--- config.mk ---
export PLATFORM = sky130hd
export DESIGN_NAME = cl
export DESIGN_NICKNAME = d
export VERILOG_FILES = /design/src/rtl/cl_pkg.sv /design/src/rtl/cl_max10.sv /design/src/rtl/cl.sv
export SDC_FILE = /design/constraint.sdc
export NUM_CORES = 1
export LEC_CHECK = 0
export CORE_UTILIZATION = 51
export DETAILED_ROUTE_END_ITERATION = 10
export PLACE_DENSITY = 0.86
export SLEW_MARGIN = 20
export SYNTH_ARGS = -nofsm -noshare
export SYNTH_HDL_FRONTEND = slang
export SYNTH_SLANG_ARGS = --single-unit
--- constraint.sdc ---
create_clock -name cl_x_pclk -period 16.1 [get_ports cl_x_pclk]
set_input_delay 2.415 -clock cl_x_pclk [delete_from_list [all_inputs] [get_ports cl_x_pclk]]
set_output_delay 2.415 -clock cl_x_pclk [all_outputs]
set_load 0.02 [all_outputs]
--- src/rtl/cl_pkg.sv ---
// Shared constants and helpers for the Camera Link frame/line monitor.
package cl_pkg;

  localparam int NTAPS   = 10;
  localparam int TAP_W   = 8;
  localparam int LINE_W  = 12;
  localparam int FRAME_W = 16;

  localparam logic [LINE_W-1:0] LINE_MAX = '1;
  localparam logic [LINE_W-1:0] NTAPS_L  = LINE_W'(NTAPS);
  localparam logic [LINE_W-1:0] ONE_L    = LINE_W'(1);

  // Unsigned add that clamps at the counter's full-scale value.
  function automatic logic [LINE_W-1:0] sat_add(input logic [LINE_W-1:0] a,
                                                input logic [LINE_W-1:0] b);
    logic [LINE_W:0] sum;
    sum = {1'b0, a} + {1'b0, b};
    return sum[LINE_W] ? LINE_MAX : sum[LINE_W-1:0];
  endfunction

endpackage

--- src/rtl/cl_max10.sv ---
// Combinational unsigned maximum of all pixel taps presented in one clock.
module cl_max10
  import cl_pkg::*;
(
  input  logic [NTAPS-1:0][TAP_W-1:0] taps,
  output logic [TAP_W-1:0]            max_val
);

  always_comb begin
    max_val = '0;
    for (int i = 0; i < NTAPS; i++) begin
      if (taps[i] > max_val) max_val = taps[i];
    end
  end

endmodule

--- src/rtl/cl.sv ---
// Camera Link base/medium/full monitor: counts frames, lines and pixels,
// tracks per-frame peak pixel value and flags geometry / LVAL skew errors.
module cl
  import cl_pkg::*;
(
  input  logic             reset,
  input  logic             cl_fval,
  input  logic             cl_x_pclk,
  input  logic             cl_x_lval,
  input  logic             cl_y_pclk,
  input  logic             cl_y_lval,
  input  logic             cl_z_pclk,
  input  logic             cl_z_lval,
  input  logic [TAP_W-1:0] cl_port_a,
  input  logic [TAP_W-1:0] cl_port_b,
  input  logic [TAP_W-1:0] cl_port_c,
  input  logic [TAP_W-1:0] cl_port_d,
  input  logic [TAP_W-1:0] cl_port_e,
  input  logic [TAP_W-1:0] cl_port_f,
  input  logic [TAP_W-1:0] cl_port_g,
  input  logic [TAP_W-1:0] cl_port_h,
  input  logic [TAP_W-1:0] cl_port_i,
  input  logic [TAP_W-1:0] cl_port_j,
  output logic [7:0]       led8
);

  logic                       fval_s1, xl_s1, yl_s1, zl_s1;
  logic [NTAPS-1:0][TAP_W-1:0] taps_s1;
  logic                       fval_d, xl_d, s1_valid, armed, in_frame, have_line;
  logic [FRAME_W-1:0]         frame_cnt;
  logic [LINE_W-1:0]          line_cnt, pix_cnt, line_length, lines_per_frame;
  logic [TAP_W-1:0]           run_max, frame_max, tap_max;
  logic                       geom_err, lval_err;
  logic                       fval_rise, xl_rise, xl_fall;
  logic                       unused_bits;

  cl_max10 u_max10 (
    .taps    (taps_s1),
    .max_val (tap_max)
  );

  assign fval_rise = fval_s1 & ~fval_d;
  assign xl_rise   = xl_s1 & ~xl_d;
  assign xl_fall   = ~xl_s1 & xl_d;

  assign unused_bits = ^{cl_y_pclk, cl_z_pclk, lines_per_frame,
                         frame_max[3:0], frame_cnt[FRAME_W-1:1]};

  // A frame only counts once FVAL has been seen low after reset, so releasing
  // reset in the middle of a frame never produces a partial frame.
  always_ff @(posedge cl_x_pclk or negedge reset) begin
    if (!reset) begin
      fval_s1         <= 1'b0;
      xl_s1           <= 1'b0;
      yl_s1           <= 1'b0;
      zl_s1           <= 1'b0;
      taps_s1         <= '0;
      fval_d          <= 1'b0;
      xl_d            <= 1'b0;
      s1_valid        <= 1'b0;
      armed           <= 1'b0;
      in_frame        <= 1'b0;
      have_line       <= 1'b0;
      frame_cnt       <= '0;
      line_cnt        <= '0;
      pix_cnt         <= '0;
      line_length     <= '0;
      lines_per_frame <= '0;
      run_max         <= '0;
      frame_max       <= '0;
      geom_err        <= 1'b0;
      lval_err        <= 1'b0;
      led8            <= '0;
    end else begin
      fval_s1  <= cl_fval;
      xl_s1    <= cl_x_lval;
      yl_s1    <= cl_y_lval;
      zl_s1    <= cl_z_lval;
      taps_s1  <= {cl_port_j, cl_port_i, cl_port_h, cl_port_g, cl_port_f,
                   cl_port_e, cl_port_d, cl_port_c, cl_port_b, cl_port_a};
      fval_d   <= fval_s1;
      xl_d     <= xl_s1;
      s1_valid <= 1'b1;
      armed    <= armed | (s1_valid & ~fval_s1);

      if ((xl_s1 != yl_s1) || (xl_s1 != zl_s1)) lval_err <= 1'b1;

      if (fval_rise) begin
        if (armed) begin
          frame_cnt <= frame_cnt + 1'b1;
          in_frame  <= 1'b1;
          line_cnt  <= '0;
          pix_cnt   <= '0;
          run_max   <= '0;
          have_line <= 1'b0;
        end
      end else if (in_frame) begin
        if (xl_rise && fval_s1) line_cnt <= sat_add(line_cnt, ONE_L);
        if (xl_s1 && fval_s1) begin
          pix_cnt <= xl_rise ? NTAPS_L : sat_add(pix_cnt, NTAPS_L);
          if (tap_max > run_max) run_max <= tap_max;
        end
        // Line close is handled before frame close when both fall together.
        if (xl_fall) begin
          line_length <= pix_cnt;
          have_line   <= 1'b1;
          if (have_line && (pix_cnt != line_length)) geom_err <= 1'b1;
        end
        if (!fval_s1) begin
          in_frame        <= 1'b0;
          lines_per_frame <= line_cnt;
          frame_max       <= run_max;
        end
      end

      led8 <= {frame_cnt[0], lval_err, geom_err, fval_d, frame_max[7:4]};
    end
  end

endmodule

After elaboration in Yosys (flattened, before gate mapping)
Cells that the tools add are included. Widths: inputs -> output; s select.

Register bits: 156. Input bits: 88. Word-level logic and storage cells: 98.

$add $sub $neg: 2. $lt $le $gt $ge: 11. Eq/ne operators: 4. Mux-type cells: 29. Bitwise gates (word level): 10. Reductions and logical operators: 14.

Operators with widths (number): $mux 8 (15); $gt 8x8->1 (10); $mux 12 (6); $add 16x1->16 const B (1); $add 12x4->13 const B (1); $ne 12x12->1 (1); $reduce_and 3->1 (4); $gt 8x1->1 const B (1); $mux 1 (8); $reduce_and 4->1 (2); $reduce_bool 2->1 (4); $not 1->1 (5); $and 1x1->1 (4); $logic_and 1x1->1 (2); $ne 1x1->1 (2); $ne 2x2->1 const B (1); $reduce_and 2->1 (1); $logic_or 1x1->1 (1); $or 1x1->1 (1).

Depth between registers and ports, before layout
Depth after elaboration: 25. Mapped depth: 104.

By module
Synthesis repeated with hierarchy kept, for this count alone.

Cells, all modules: 747. Area total of the unflattened synthesis: 7761.2 sq um.

By module, submodules not included: cl (times used 1, cells each 320, area an instance 4633.2 sq um, seq. area each 3428.3 sq um); cl_max10 (times used 1, cells each 427, area an instance 3128.0 sq um, seq. area each 0.0 sq um).

Worst setup path after synthesis
Ideal clock, no wire load.

Kind: reg-to-reg. Start point: reg taps_s1[0] in the netlist's numbering. End point: reg run_max[4]. Data arrival time: 17.568 ns. Required time: 15.966 ns. Path slack: -1.602 ns. Stages on the path, launching flop included: 96. Period minus slack after synthesis: 17.702 ns. Cells stage by stage: dfrtp_1 -> clkbuf_1 -> ha_1 -> nand4_2 -> or3_4 -> and2_1 -> nor2_1 -> mux2i_1 -> ha_1 -> a211oi_2 -> nor2_2 -> o31a_1 -> nand2_1 -> clkbuf_1 -> o21ai_0 -> ha_1 -> a21oi_1 -> o21ai_1 -> [60 not listed] -> clkbuf_1 -> clkbuf_1 -> nor2_1 -> a21oi_1 -> ha_1 -> nor2b_1 -> o21a_1 -> o21ai_0 -> nand2b_1 -> a21oi_1 -> nor2_1 -> a211oi_1 -> a21oi_1 -> nor2_1 -> nor2_1 -> clkbuf_1 -> o21ai_0 -> a31oi_1.

Cells in the longest elaborated chain, start to end: 24. Elaborated cells on any way between the ends: 27. Those cells by class: order compare (11); mux (14); reduce/logical (2).

Ends and longest elaborated chain: from (decl) (RTL line cl.sv:28) `logic [NTAPS-1:0][TAP_W-1:0] taps_s1;`; from (signal assigned) (RTL line cl.sv:79) `taps_s1 <= {cl_port_j, cl_port_i, cl_port_h, cl_port_g, cl_port_f,`; $gt 8x1->1 (RTL line cl_max10.sv:12) `if (taps[i] > max_val) max_val = taps[i];`; $mux 8 (*) (RTL line cl_max10.sv:12); $gt 8x8->1 (RTL line cl_max10.sv:12); $mux 8 (*) (RTL line cl_max10.sv:12); $gt 8x8->1 (RTL line cl_max10.sv:12); $mux 8 (*) (RTL line cl_max10.sv:12); $gt 8x8->1 (RTL line cl_max10.sv:12); $mux 8 (*) (RTL line cl_max10.sv:12); [5 not listed]; $mux 8 (*) (RTL line cl_max10.sv:12); $gt 8x8->1 (RTL line cl_max10.sv:12); $mux 8 (*) (RTL line cl_max10.sv:12); $gt 8x8->1 (RTL line cl_max10.sv:12); $mux 8 (*) (RTL line cl_max10.sv:12); $gt 8x8->1 (RTL line cl_max10.sv:12); $mux 8 (*) (RTL line cl_max10.sv:12); branches (longest 4 deep; another with $gt 8x8->1); to (signal assigned) (RTL line cl.sv:101) `if (tap_max > run_max) run_max <= tap_max;`; to (decl) (RTL line cl.sv:32) `logic [TAP_W-1:0] run_max, frame_max, tap_max;`.

Mark *: on every way between the ends. The select of a mux whose other input is x is not followed. A chain may end at the register's enable or synchronous reset.

Final worst setup path
Start point: reg taps_s1[2] in the netlist's numbering. End point: reg run_max[3].

The elaborated chain is that of the path after synthesis.

==> flow_results.org <==
** Routing
- In this run, the number of DRC markers left after iteration 0 of detailed routing was 893.
- Dividing the detail-routed wire length by the instance count gives 21.6 µm.
- The first detailed-routing pass took 11 iterations.
- DRT antenna net count :: 0
- The detailed router placed 7791 vias in this run.
- Dividing the detail-routed via count by the number of cells gives 6.29.
- Number of DRC violations after detailed routing :: 8
- Wirelength, routed :: ~27 mm

** Critical path
- CP startpoint :: taps_s1[2]
- Counting buffers and inverters, the worst setup path is 93 cells deep.
- For this run, the slowest stage of the critical path takes 0.48 ns.
- Register-to-register setup slack :: -0.95 ns
- Grouping stages by cell kind, the critical path spends the most delay in compound AO/OA/AOI/OAI gates.
- For this design, the slowest cell found on the critical path is o41a_1.
- Worst EP arrival :: 17.40 ns
- The number of buffers and inverters on the critical path is 12.
- Number of cells traversed by the worst register-to-register path :: 93
- The critical path ends at run_max[3].
- The worst register-to-register path ends at run_max[3].
- STA puts the critical path data required time at 16.45 ns.
- STA classifies the critical path endpoint as a flop.
- Of all nets on the critical path, the largest fanout is 8.
- Type of the worst setup path :: reg -> reg
- STA classifies the critical path startpoint as a flop.
- Critical Path Most Common Cell :: ha_4
- The worst register-to-register path begins at taps_s1[2].

** GRT
- The first global-routing pass estimated 35.7 mm of wire.
- Vias in the first global route :: 7345
- Global routing finished with a remaining overflow of 0.
- Total routing usage reported by global routing :: 0.293
- Initial antenna violation count :: 0
- Entering global routing, the biggest net connects 86 pins.

** Clock tree
- Clock latency reported for the late side of the worst-skew pair :: 0.45 ns
- Inserted Clock Buffers :: 17
- The H-tree generated during clock tree synthesis spans 4 levels.
- Clock Path Buffers :: 2
- Clock input transition at the sequential cells of the worst setup and hold paths :: 0.06 ns
- Hold repair after CTS inserted 0 buffers.
- Clk Tree Root Cell :: clkbuf_16
- Clock sink total :: approximately 140
- CTS tree :: yes

** Synthesis
- Synth cell types :: 76
- Top cells by count, synth :: dfrtp_1, ha_1, nand2_1, inv_1, o21ai_0
- Ranked by total cell area, the synthesized netlist is headed by dfrtp_1, ha_1, mux2_2, mux2i_1, o21ai_0.
- Mapped Avg Cell Area :: just over 10 µm²
- Of all flip-flops after synthesis, the portion carrying an async set or reset was 1.00.
- The most used flip-flop cell after synthesis is dfrtp_1.
- dfrtp_1 is the most common cell in the netlist.
- After technology mapping, the gate count stands at 769.
- Cell accounting for the most synthesized area :: dfrtp_1
- Syn_nets :: 929
- Sequential-to-total area share from yosys stat :: 0.442
- The share of synthesized area in the top cell type comes to 0.442.
- YS warnings :: 0
- Yosys mapped a number of flops with a built-in enable equal to 0.
- Post-synthesis instance area :: 7750 µm²
- Counting flops and latches in the post-synthesis netlist gives 137.

** Cells and area
- At the end of the flow the core is filled with cells to 0.804.
- 0 antenna diodes ended up in the layout.
- Net count, final :: 1202
- Counting the fill cells in the layout gives 762.
- Layout cell share with drive strength beyond 1 :: 0.368
- Relative to the synthesized area, the layout overhead comes to 52.5%.
- Final Non-Filler Cells :: 1239

** Die
- The floorplan has 44 rows.
- The floorplan step defined a die boundary enclosing 15700 µm².
- Initial Utilization :: 0.527
- The die is 125 µm wide.
- Boundary Pins :: 96
- The floorplan step defined a core boundary enclosing ~15000 µm².
- In this run the vertical extent of the chip is 125 µm.

** Run status
- Violated checks :: DRC, setup timing
- Outcome :: finished, violations left

** Place
- In this run the tool buffered the top-level ports with 93 buffer cells.
- Final HPWL from detailed placement :: between 10 and 15 mm
- Placed Cells incl. Taps :: 1140
- At the placement stage, the worst setup path has a slack of -1.04 ns.
- Weighted congestion at the end of routability-driven global placement :: around 0.89

** Worst hold path
- The tightest min-delay check is of the reg -> reg type.

** STA
- Worst setup margin :: -0.949 ns
- Achievable Freq :: 0.0587 GHz
- For the final database, setup skew stands at 0.00760 ns.
- The hold violation total from the final report came to 0.
- Setup repair after global routing could not meet its margin everywhere.
- Worst slew slack as a fraction of its limit :: 0.489
- Setup violations remaining at the end of the flow were counted as 8.
- Final count of pins violating max slew :: 0
- Of the available clock period, the critical path in the final layout requires 1.06.
- Transition at the pin with the smallest max-transition slack :: 0.766 ns
- Shortest period the worst path allows :: around 17 ns

** Flow run
- Maximum Capacitance Violations :: 0
## routing by layer
layer,vias up,wire length (µm),GRT usage
met3,179,1820,0.0582
met5,-,0,0
met4,0,1710,0.164
met1,3792,9670,0.329
li1,3319,-,-
met2,501,13600,0.520
## timing repair
item	in CTS	in global routing
buffers inserted	32	35
gates resized for setup	93	101
setup endpoints to repair	8	8
cloned	2	0
pin swaps	53	84
## metrics by stage
step                      instance area, µm²  hold WS [ns]  TNS (ns)
after floorplan                         7830         0.354         0
after global placement                  9710         0.363     -4.68
after detailed placement                9710         0.368     -7.83
after CTS                              11000         0.377         0
after global routing                   11800         0.397    -12.51
final                                  11800         0.375     -7.41
## state kept, by name, indices dropped and copies added (netlist names), 4 cells and up
name	cells
run_max	8
taps_s1	80
led8	8
line_length	12
pix_cnt	12
frame_max	4
## layout make-up
cell class	instances	area [µm²]	area share
clock buffers	18	439	0.0372
clock inverters	14	161	0.0137
inverters	61	229	0.0194
multi-input cells	556	5000	0.423
flip-flops and latches	137	3430	0.290
well taps	184	230	0.0195
repair buffers	269	2330	0.197
## worst register-to-register path, delay by kind of cell (launching register included)
| kind | cells | cell delay [ns] |
|---|---|---|
| AO/OA/AOI/OAI | 36 | 6.63 |
| adder cells (fa/ha/maj) | 10 | 2.54 |
| buffers and inverters | 12 | 1.82 |
| flip-flops | 1 | 0.41 |
| multiplexers | 5 | 1.32 |
| AND/OR/NAND/NOR | 30 | 4.21 |
## cell families after synthesis
group | Yosys count | synth area share
buf+inv | 77 | 0.0383
flops | 137 | 0.442
other cells | 1 | 0.000484
fa+ha+maj | 74 | 0.119
simple gates | 212 | 0.138
xor+xnor | 15 | 0.0170
mux | 58 | 0.0806
compound gates | 195 | 0.164
## how the worst min path moves through the flow
stage,from,to,slack [ns],cells past startpoint
2_1_floorplan,frame_max[4],led8[0],0.35,0
4_1_cts,frame_max[4],led8[0],0.38,0
6_report,frame_max[4],led8[0],0.37,0
3_3_place_gp,lval_err,led8[6],0.36,0
5_1_grt,frame_max[4],led8[0],0.40,0
3_5_place_dp,frame_max[5],led8[1],0.37,0
## layout by cell type (no fill, tap or decap), types with 12 or more instances in the layout
master / instances
clkbuf_16: 17
mux2i_1: 14
a21oi_1: 30
and3_1: 13
ha_4: 28
ha_1: 41
nand3_1: 13
a31oi_1: 13
inv_1: 55
o21ai_2: 19
o21ai_0: 30
dfrtp_1: 136
buf_6: 14
mux2i_4: 12
nor2_1: 39
a21o_1: 16
buf_4: 160
clkdlybuf4s50_1: 92
xor2_1: 12
mux2_2: 22
nand2_1: 60
Power is not shown: default switching activity piles up to over one toggle a cycle in this logic, so the estimate is an artifact.
